$ cat config.mk
export PLATFORM = sky130hd
export DESIGN_NAME = ram_slot_arbiter
export DESIGN_NICKNAME = d
export VERILOG_FILES = /design/src/rtl/ram_arb_pkg.sv /design/src/rtl/ram_arb_starve_ctr.sv /design/src/rtl/ram_slot_arbiter.sv
export SDC_FILE = /design/constraint.sdc
export NUM_CORES = 1
export LEC_CHECK = 0
export ABC_AREA = 1
export BUFFER_PORTS_ARGS = -buffer_cell sky130_fd_sc_hd__buf_4
export CAP_MARGIN = 20
export CORE_ASPECT_RATIO = 0.5
export CORE_UTILIZATION = 45
export DETAILED_ROUTE_END_ITERATION = 16
export GPL_TIMING_DRIVEN = 0
export PLACE_DENSITY = 0.84
export SLEW_MARGIN = 20
export SYNTH_ARGS = -nofsm -noshare
export SYNTH_HDL_FRONTEND = slang
export SYNTH_SLANG_ARGS = --single-unit
$ cat constraint.sdc
create_clock -name FCLK -period 1.68 [get_ports FCLK]
set_clock_uncertainty 0.15 [all_clocks]
set_input_delay 0.084 -clock FCLK [delete_from_list [all_inputs] [get_ports FCLK]]
set_output_delay 0.084 -clock FCLK [all_outputs]
set_load 0.01 [all_outputs]
$ cat src/rtl/ram_arb_pkg.sv
// Shared types and constants for the RAM slot arbiter.
package ram_arb_pkg;

   // Who owns the RAM port for the current PHI2 slot.
   typedef enum logic [1:0] {
      IDLE    = 2'd0,
      CPU_ACC = 2'd1,
      DMA_ACC = 2'd2
   } arb_state_e;

   // Values the RAM port rests at when nobody owns the slot.
   localparam logic IDLE_RAMSEL = 1'b0;
   localparam logic IDLE_NWE    = 1'b1;

   // Default geometry.
   localparam int DEF_AW           = 22;
   localparam int DEF_STARVE_LIMIT = 8;

   // Bits needed to count from 0 up to and including limit.
   function automatic int ctr_width(input int limit);
      return (limit < 1) ? 1 : $clog2(limit + 1);
   endfunction

endpackage

$ cat src/rtl/ram_arb_starve_ctr.sv
// Saturating count of consecutive slots in which a pending DMA request
// lost arbitration. Clear has priority over increment.
module ram_arb_starve_ctr
   import ram_arb_pkg::*;
#(
   parameter int LIMIT = DEF_STARVE_LIMIT
) (
   input  logic clk,
   input  logic rst,
   input  logic inc_i,
   input  logic clr_i,
   output logic at_limit_o
);

   localparam int W = ctr_width(LIMIT);
   localparam logic [W-1:0] LIMIT_V = W'(LIMIT);

   logic [W-1:0] count_q;
   logic [W-1:0] count_d;

   // Next count: clear wins, otherwise step up and stick at the limit.
   always_comb begin
      count_d = count_q;
      if (clr_i) begin
         count_d = '0;
      end else if (inc_i && (count_q != LIMIT_V)) begin
         count_d = count_q + 1'b1;
      end
   end

   // Count register.
   always_ff @(posedge clk or posedge rst) begin
      if (rst) begin
         count_q <= '0;
      end else begin
         count_q <= count_d;
      end
   end

   assign at_limit_o = (count_q == LIMIT_V);

endmodule

$ cat src/rtl/ram_slot_arbiter.sv
// Shares the byte-wide SDRAM port between the C64 CPU side and the DMA
// engine, one owner per PHI2 slot. CPU wins by default; a DMA request
// that has lost STARVE_LIMIT slots in a row takes the next one and asks
// the CPU-side logic to stall.
module ram_slot_arbiter
   import ram_arb_pkg::*;
#(
   parameter int AW           = DEF_AW,
   parameter int STARVE_LIMIT = DEF_STARVE_LIMIT
) (
   input  logic          FCLK,
   input  logic          RESET,
   input  logic          SLOT,
   input  logic          SLOTEND,
   input  logic          CPUSEL,
   input  logic          CPUnWE,
   input  logic [AW-1:0] CPUA,
   input  logic [7:0]    CPUWRD,
   input  logic          DMAREQ,
   input  logic          DMAnWE,
   input  logic [AW-1:0] DMAA,
   input  logic [7:0]    DMAWRD,
   output logic          DMAACK,
   output logic          DMADONE,
   output logic [7:0]    DMARD,
   output logic          STALL,
   output logic          OVERRUN,
   output logic          RAMSEL,
   output logic          nWE,
   output logic [AW-1:0] A,
   output logic [7:0]    WRD,
   input  logic [7:0]    RDD
);

   arb_state_e    state_q,   state_d;
   logic          ramsel_q,  ramsel_d;
   logic          nwe_q,     nwe_d;
   logic [AW-1:0] a_q,       a_d;
   logic [7:0]    wrd_q,     wrd_d;
   logic          dmaack_q,  dmaack_d;
   logic          dmadone_q, dmadone_d;
   logic [7:0]    dmard_q,   dmard_d;
   logic          stall_q,   stall_d;
   logic          overrun_q, overrun_d;

   logic          starve_inc;
   logic          starve_clr;
   logic          starve_at_limit;

   logic          grant_forced;
   logic          grant_cpu;
   logic          grant_dma;

   ram_arb_starve_ctr #(
      .LIMIT (STARVE_LIMIT)
   ) u_starve (
      .clk        (FCLK),
      .rst        (RESET),
      .inc_i      (starve_inc),
      .clr_i      (starve_clr),
      .at_limit_o (starve_at_limit)
   );

   // Slot-start priority: a starved DMA first, then the CPU, then DMA.
   always_comb begin
      grant_forced = DMAREQ && starve_at_limit;
      grant_cpu    = !grant_forced && CPUSEL;
      grant_dma    = grant_forced || (!CPUSEL && DMAREQ);
   end

   // Next state and outputs: finish the running slot first, then let a
   // coincident SLOT arbitrate so back-to-back slots leave no gap.
   always_comb begin
      state_d    = state_q;
      ramsel_d   = ramsel_q;
      nwe_d      = nwe_q;
      a_d        = a_q;
      wrd_d      = wrd_q;
      dmaack_d   = 1'b0;
      dmadone_d  = 1'b0;
      dmard_d    = dmard_q;
      stall_d    = stall_q;
      overrun_d  = overrun_q;
      starve_inc = 1'b0;
      starve_clr = 1'b0;

      // Slot completion. nwe_q still holds the DMA direction here.
      if (SLOTEND) begin
         case (state_q)
            CPU_ACC: begin
               state_d  = IDLE;
               ramsel_d = IDLE_RAMSEL;
               nwe_d    = IDLE_NWE;
               a_d      = '0;
               wrd_d    = '0;
            end
            DMA_ACC: begin
               state_d   = IDLE;
               ramsel_d  = IDLE_RAMSEL;
               nwe_d     = IDLE_NWE;
               a_d       = '0;
               wrd_d     = '0;
               dmadone_d = 1'b1;
               stall_d   = 1'b0;
               if (nwe_q) begin
                  dmard_d = RDD;
               end
            end
            default: begin
            end
         endcase
      end

      // Slot start. An owner still present without SLOTEND is an overrun;
      // its access is dropped silently and arbitration proceeds as usual.
      if (SLOT) begin
         if ((state_q != IDLE) && !SLOTEND) begin
            overrun_d = 1'b1;
         end

         state_d  = IDLE;
         ramsel_d = IDLE_RAMSEL;
         nwe_d    = IDLE_NWE;
         a_d      = '0;
         wrd_d    = '0;
         stall_d  = 1'b0;

         if (grant_dma) begin
            state_d  = DMA_ACC;
            ramsel_d = 1'b1;
            nwe_d    = DMAnWE;
            a_d      = DMAA;
            wrd_d    = DMAWRD;
            dmaack_d = 1'b1;
            stall_d  = grant_forced;
         end else if (grant_cpu) begin
            state_d  = CPU_ACC;
            ramsel_d = 1'b1;
            nwe_d    = CPUnWE;
            a_d      = CPUA;
            wrd_d    = CPUWRD;
         end

         // Only a pending request that loses a slot counts as starvation.
         if (DMAREQ && !grant_dma) begin
            starve_inc = 1'b1;
         end else begin
            starve_clr = 1'b1;
         end
      end
   end

   // State and registered RAM-port / DMA-side outputs.
   always_ff @(posedge FCLK or posedge RESET) begin
      if (RESET) begin
         state_q   <= IDLE;
         ramsel_q  <= IDLE_RAMSEL;
         nwe_q     <= IDLE_NWE;
         a_q       <= '0;
         wrd_q     <= '0;
         dmaack_q  <= 1'b0;
         dmadone_q <= 1'b0;
         dmard_q   <= '0;
         stall_q   <= 1'b0;
         overrun_q <= 1'b0;
      end else begin
         state_q   <= state_d;
         ramsel_q  <= ramsel_d;
         nwe_q     <= nwe_d;
         a_q       <= a_d;
         wrd_q     <= wrd_d;
         dmaack_q  <= dmaack_d;
         dmadone_q <= dmadone_d;
         dmard_q   <= dmard_d;
         stall_q   <= stall_d;
         overrun_q <= overrun_d;
      end
   end

   assign RAMSEL  = ramsel_q;
   assign nWE     = nwe_q;
   assign A       = a_q;
   assign WRD     = wrd_q;
   assign DMAACK  = dmaack_q;
   assign DMADONE = dmadone_q;
   assign DMARD   = dmard_q;
   assign STALL   = stall_q;
   assign OVERRUN = overrun_q;

endmodule

==> results_dict.tcl, run 1 <==
set metrics [dict create \
    cp.arrival_ns 1.83 \
    status "complete, but fails checks" \
    async_flop_share 1.00 \
    hpwl_um 4490 \
    synth-warning-count 0 \
    via_per_inst 5.21 \
    critPathMaxStageDelay_ns 0.41 \
    r2r_cells 10 \
    final_antenna_net_count 0 \
    path_delay_family "simple AND/OR/NAND/NOR gates" \
    multiInputGateArea_um2 933 \
    boundaryPins 120 \
    route.vias.total 2726 \
    fillers 245 \
    syn2layout_area_growth_pct 83.7 \
    hold_viol 0 \
    drt_wl_total_um 9400 \
    grt_pass1_wl_um 12500 \
    final_cell_mix "buf_4 (126), nand2_1 (86), dlygate4sd3_1 (75), dfrtp_1 (49), nand3_1 (21)" \
    fin_setup_tns_ns -0.197 \
    postSynthCellCount 244 \
    cts_max_path_buffers 2 \
    drc 0 \
    endpoint_kind "flip-flop" \
    syn_area_mm2 0.00234 \
    met3_usage 0.0702 \
    clock_latency_ns 0.31 \
    cp_data_required_time_ns 1.76 \
    cts_buffers 5 \
    wire_per_inst_um 18.0 \
    gr-usage-met1 0.349 \
    violations "setup timing" \
    gr-usage-all-layers 0.302 \
    period_share 1.05 \
    grt_max_degree 36 \
    use_met2 0.564 \
    layout_min_cycle_time_ns 1.76 \
    leakage_nw 2.24 \
    core_area_mm2 0.00495 \
    die_area_mm2 0.00550 \
    syn_nets 324 \
    hold_class "input pin to async pin" \
    grt_overflow 0 \
    hold_ws_ns 0.170 \
    num_rows 18 \
    synth_seq_area_share 0.536 \
    nets 532 \
    max_freq_mhz 569 \
    setup_slack_ns -0.0767 \
    firstDrtPassIters 6 \
    die_w_um 104 \
    gp_congestion 0.689 \
    syn_avg_cell_area_um2 9.58 \
    critPathKind "flip-flop to flip-flop" \
    path_buf_inv 4 \
    ys_ff_latch 50 \
    die_h_um 53.0 \
    irDropWorstVdd_v 0.000768 \
    cp_max_fo 10 \
    root_buffer "clkbuf_8" \
    setup_viol 6 \
    slew_viol_final 0 \
    n_antenna_cell 0 \
    drt_iter0_drc 201 \
    synthFlopType "dfrtp_1" \
    antenna_found_initial 0 \
    grt_pass1_vias 2594 \
    clk_pin_slew_ns 0.10 \
    clock-sinks 50 \
    relSlewSlack 0.749 \
    layout_commonest_cell "buf_4" \
    worst_path_max_delay_cell "dfrtp_1" \
    start_kind "flip-flop" \
    initial_core_util 0.472 \
    grt_most_used_layer "met2" \
    synth-edff-count 0 \
    seq_area_mm2 0.00125 \
    drv_cap 0 \
    cts_tree "built" \
    p_per_area_mw_per_mm2 798 \
    crit_chain "inv_2 > ha_1 > nand2_1 > inv_2 > nand2_4 > nand3_4 > inv_4 > buf_6 > nand2_1 > nand3_1" \
    drive_gt1_frac 0.424 \
    synth.distinct_cells 28 \
    cp_num_cells 10 \
    worst_pin_slew_ns 0.376 \
    h-tree-depth 2 \
    portBuffers 119 \
]
==> path summary, 6_finish.rpt <==
path	start	end	slack (ns)
max reg2reg	u_starve.count_q[0]	A[20]	-0.08
min	RESET	A[11]	0.17
max in group asynchronous	RESET	nWE	0.63
max	u_starve.count_q[0]	A[20]	-0.08
min reg2reg	WRD[3]	WRD[3]	0.36
min in group FCLK	WRD[3]	WRD[3]	0.36
==> kinds of logic after synthesis <==
family	synth area share
AND/OR/NAND/NOR	0.305
flip-flops	0.536
buffers and inverters	0.0755
multiplexers	0.0385
AO/OA/AOI/OAI	0.0161
adder cells (fa/ha/maj)	0.0214
XOR/XNOR	0.00750
==> repair_timing <==
action                     CTS  global route
setup endpoints to repair    0            32
hold endpoints to repair    93             0
setup buffers                0             6
hold buffers                75             0
gates resized for setup      0            19
==> tightest hold or removal path, cell delays in order <==
cell           delay, ns
dlygate4sd3_1       0.55
buf_4               0.14
inv_2               0.28
==> synthesized netlist by cell type, types with 2 or more instances <==
library cell | count | area [um2]
o21ai_0 | 2 | 10.0
mux2_2 | 8 | 90.1
buf_12 | 2 | 40.0
nand3_1 | 24 | 120
nand3_2 | 10 | 100
inv_1 | 14 | 52.6
buf_6 | 3 | 33.8
nand2_2 | 14 | 87.6
nand2_4 | 3 | 33.8
nand2_1 | 87 | 327
nor2_1 | 4 | 15.0
nand4_1 | 2 | 12.5
a21oi_1 | 3 | 15.0
ha_1 | 4 | 50.1
dfrtp_1 | 49 | 1230
buf_2 | 3 | 15.0
==> report_power, final <==
part / internal (mW) / total [mW] / leakage, nW / switching, mW
clock network: 0.439 / 0.858 / 0.0579 / 0.419
registers: 1.38 / 1.49 / 0.633 / 0.114
logic: 0.607 / 1.07 / 1.54 / 0.465
total: 2.43 / 3.42 / 2.24 / 0.997
==> metal layers <==
| layer | up-vias | share of wire |
|---|---|---|
| met3 | 47 | 0.073 |
| met1 | 1325 | 0.36 |
| met5 | - | 0 |
| met2 | 166 | 0.52 |
| li1 | 1188 | - |
| met4 | 0 | 0.043 |
==> final cells by class <==
type,instances,share of cell area
repair buffers,201,0.398
flip-flops and latches,50,0.292
multi-input cells,168,0.217
plain buffers,10,0.0312
well taps,70,0.0204
clock buffers,5,0.0160
inverters,16,0.0157
clock inverters,3,0.00933
==> sequential cells by signal (all words and copies together), names as in the netlist <==
name / count
DMARD: 8
DMADONE: 1
DMAACK: 1
nWE: 1
state_q: 2
A: 22
STALL: 1
WRD: 8
u_starve.count_q: 4
RAMSEL: 1
OVERRUN: 1
==> stage by stage <==
step	worst slack [ns]	power, mW	util	instance area (um2)	instances
6_report	-0.0767	3.42	0.866	4290	523
5_1_grt	-0.121	3.56	0.866	4290	523
3_3_place_gp	-0.320	2.29	0.670	3320	433
4_1_cts	0.0142	3.30	0.847	4200	517
2_1_floorplan	0.225	1.85	-	2340	244
3_5_place_dp	0.0444	2.34	0.674	3340	434
(Power assumes the default switching activity.)
==> run 2, diff against run 1 <==
--- a/config.mk
+++ b/config.mk
@@ -9,10 +9,10 @@
 export BUFFER_PORTS_ARGS = -buffer_cell sky130_fd_sc_hd__buf_4
 export CAP_MARGIN = 20
 export CORE_ASPECT_RATIO = 0.5
-export CORE_UTILIZATION = 45
+export CORE_UTILIZATION = 31
 export DETAILED_ROUTE_END_ITERATION = 16
 export GPL_TIMING_DRIVEN = 0
-export PLACE_DENSITY = 0.84
+export PLACE_DENSITY = 0.63
 export SLEW_MARGIN = 20
 export SYNTH_ARGS = -nofsm -noshare
 export SYNTH_HDL_FRONTEND = slang
==> results_dict.tcl, run 2 (synthesis gave the netlist of run 1 again) <==
set metrics [dict create \
    status "complete, but fails checks" \
    violations "DRC" \
    initial_core_util 0.334 \
    drc 10 \
    layout_commonest_cell "buf_4" \
    final_antenna_net_count 0 \
    hold_viol 0 \
    drive_gt1_frac 0.403 \
    gp_congestion 0.757 \
    start_kind "flip-flop" \
    cts_buffers 5 \
    fin_area_mm2 0.00431 \
    nets 528 \
    portBuffers 119 \
    grt_overflow 0 \
    endpoint_kind "flip-flop" \
    gr-usage-all-layers 0.205 \
    relSlewSlack 0.667 \
    clock-sinks 50 \
    via_per_inst 4.49 \
    cts_tree "built" \
    irDropWorstVdd_v 0.000402 \
    grt_pass1_wl_um 12500 \
    largest_reg_flops 22 \
    p_seq_frac 0.409 \
    p_switching_mw 0.955 \
    worst_pin_slew_ns 0.498 \
    critPathKind "flip-flop to flip-flop" \
    place_area_mm2 0.00337 \
    antenna_found_initial 0 \
    firstDrtPassIters 10 \
    die_w_um 125 \
    period_share 0.928 \
    h-tree-depth 2 \
    cp.arrival_ns 1.58 \
    route.vias.total 2428 \
    cp_data_required_time_ns 1.70 \
    clock_power_share 0.315 \
    final_util 0.617 \
    slew_viol_final 0 \
    hold_class "input pin to async pin" \
    stdcell_count 541 \
    n_antenna_cell 0 \
    p_per_area_mw_per_mm2 843 \
    swShare 0.263 \
    cts_max_path_buffers 2 \
    drt_wl_total_um 7620 \
    internal-power_mw 2.68 \
    p_comb_frac 0.276 \
    grt_pass1_vias 2610 \
    root_buffer "clkbuf_16" \
    core_area_mm2 0.00699 \
    dp_cells 456 \
    grt_max_degree 30 \
    wire_per_inst_um 14.1 \
    syn2layout_area_growth_pct 84.4 \
    max_freq_mhz 642 \
    r2r_cells 8 \
    num_rows 21 \
    die_h_um 63.4 \
    drt_iter0_drc 115 \
    final_cell_mix "buf_4 (124), nand2_1 (87), dlygate4sd3_1 (75), dfrtp_1 (49), nand3_1 (24)" \
    boundaryPins 120 \
    leakage_nw 2.22 \
    drv_cap 0 \
    clk_pin_slew_ns 0.07 \
    setup_viol 0 \
    layout_min_cycle_time_ns 1.56 \
    clock_latency_ns 0.29 \
    cp_max_fo 10 \
    hpwl_um 4590 \
    die_area_mm2 0.00791 \
]
==> run 2: power groups by stage <==
stage | combinational (mW) | clock [mW] | sequential [mW]
floorplan | 0.285 | 0 | 1.57
global placement | 0.821 | 0 | 1.49
detailed placement | 0.844 | 0 | 1.50
CTS | 0.985 | 1.17 | 1.48
global route | 1.08 | 1.23 | 1.51
finish | 1.00 | 1.15 | 1.48
==> run 2: through the flow <==
step	hold slack, ns	power (mW)	setup slack [ns]	setup TNS [ns]
after global routing	0.270	3.82	-0.00631	-0.00631
after CTS	0.245	3.64	0.0425	0
after detailed placement	-0.00252	2.35	0.0624	0
after global placement	0.137	2.31	-0.416	-20.20
final	0.225	3.63	0.121	0
after floorplan	0.0441	1.85	0.225	0
==> run 2: routing by layer <==
layer / vias up / share of wire / wire length, um / global-route usage
li1: 1177 / - / - / -
met1: 1142 / 0.40 / 3040 / 0.214
met2: 79 / 0.52 / 3960 / 0.379
met3: 30 / 0.039 / 299 / 0.0459
met4: 0 / 0.042 / 318 / 0.133
met5: - / 0 / 0 / 0
==> run 2: final cells by class <==
type | instances | area [um2]
multi-input combinational | 168 | 916
sequential | 50 | 1250
tap | 92 | 115
clock inverter | 1 | 30.0
clock buffer | 7 | 133
buffer | 10 | 119
timing repair buffer | 197 | 1680
inverter | 16 | 65.1
fill | 580 | 2680
==> run 2: final timing paths <==
path                            startpoint  endpoint  slack [ns]
worst max-delay path            state_q[1]     A[11]        0.12
worst min register to register      WRD[2]    WRD[2]        0.35
min in group FCLK                   WRD[2]    WRD[2]        0.35
worst max register to register  state_q[1]     A[11]        0.12
worst min-delay path                 RESET  DMARD[2]        0.22
max in group asynchronous            RESET    WRD[4]        0.62
==> run 2: critical path, cell delays in order (launching register included) <==
cell and delay (ns):
dfrtp_1 0.36, inv_1 0.06, ha_1 0.27, nand2_1 0.05
nand2_1 0.12, inv_2 0.08, clkbuf_4 0.19, nand2_1 0.07
nand3_1 0.08
==> run 2: repair_timing <==
action                                 in CTS  in global routing
setup buffers                               0                  2
gates resized for setup                     0                  8
hold buffers                               75                  0
endpoints found under the hold margin      65                  0
setup endpoints to repair                   0                 32
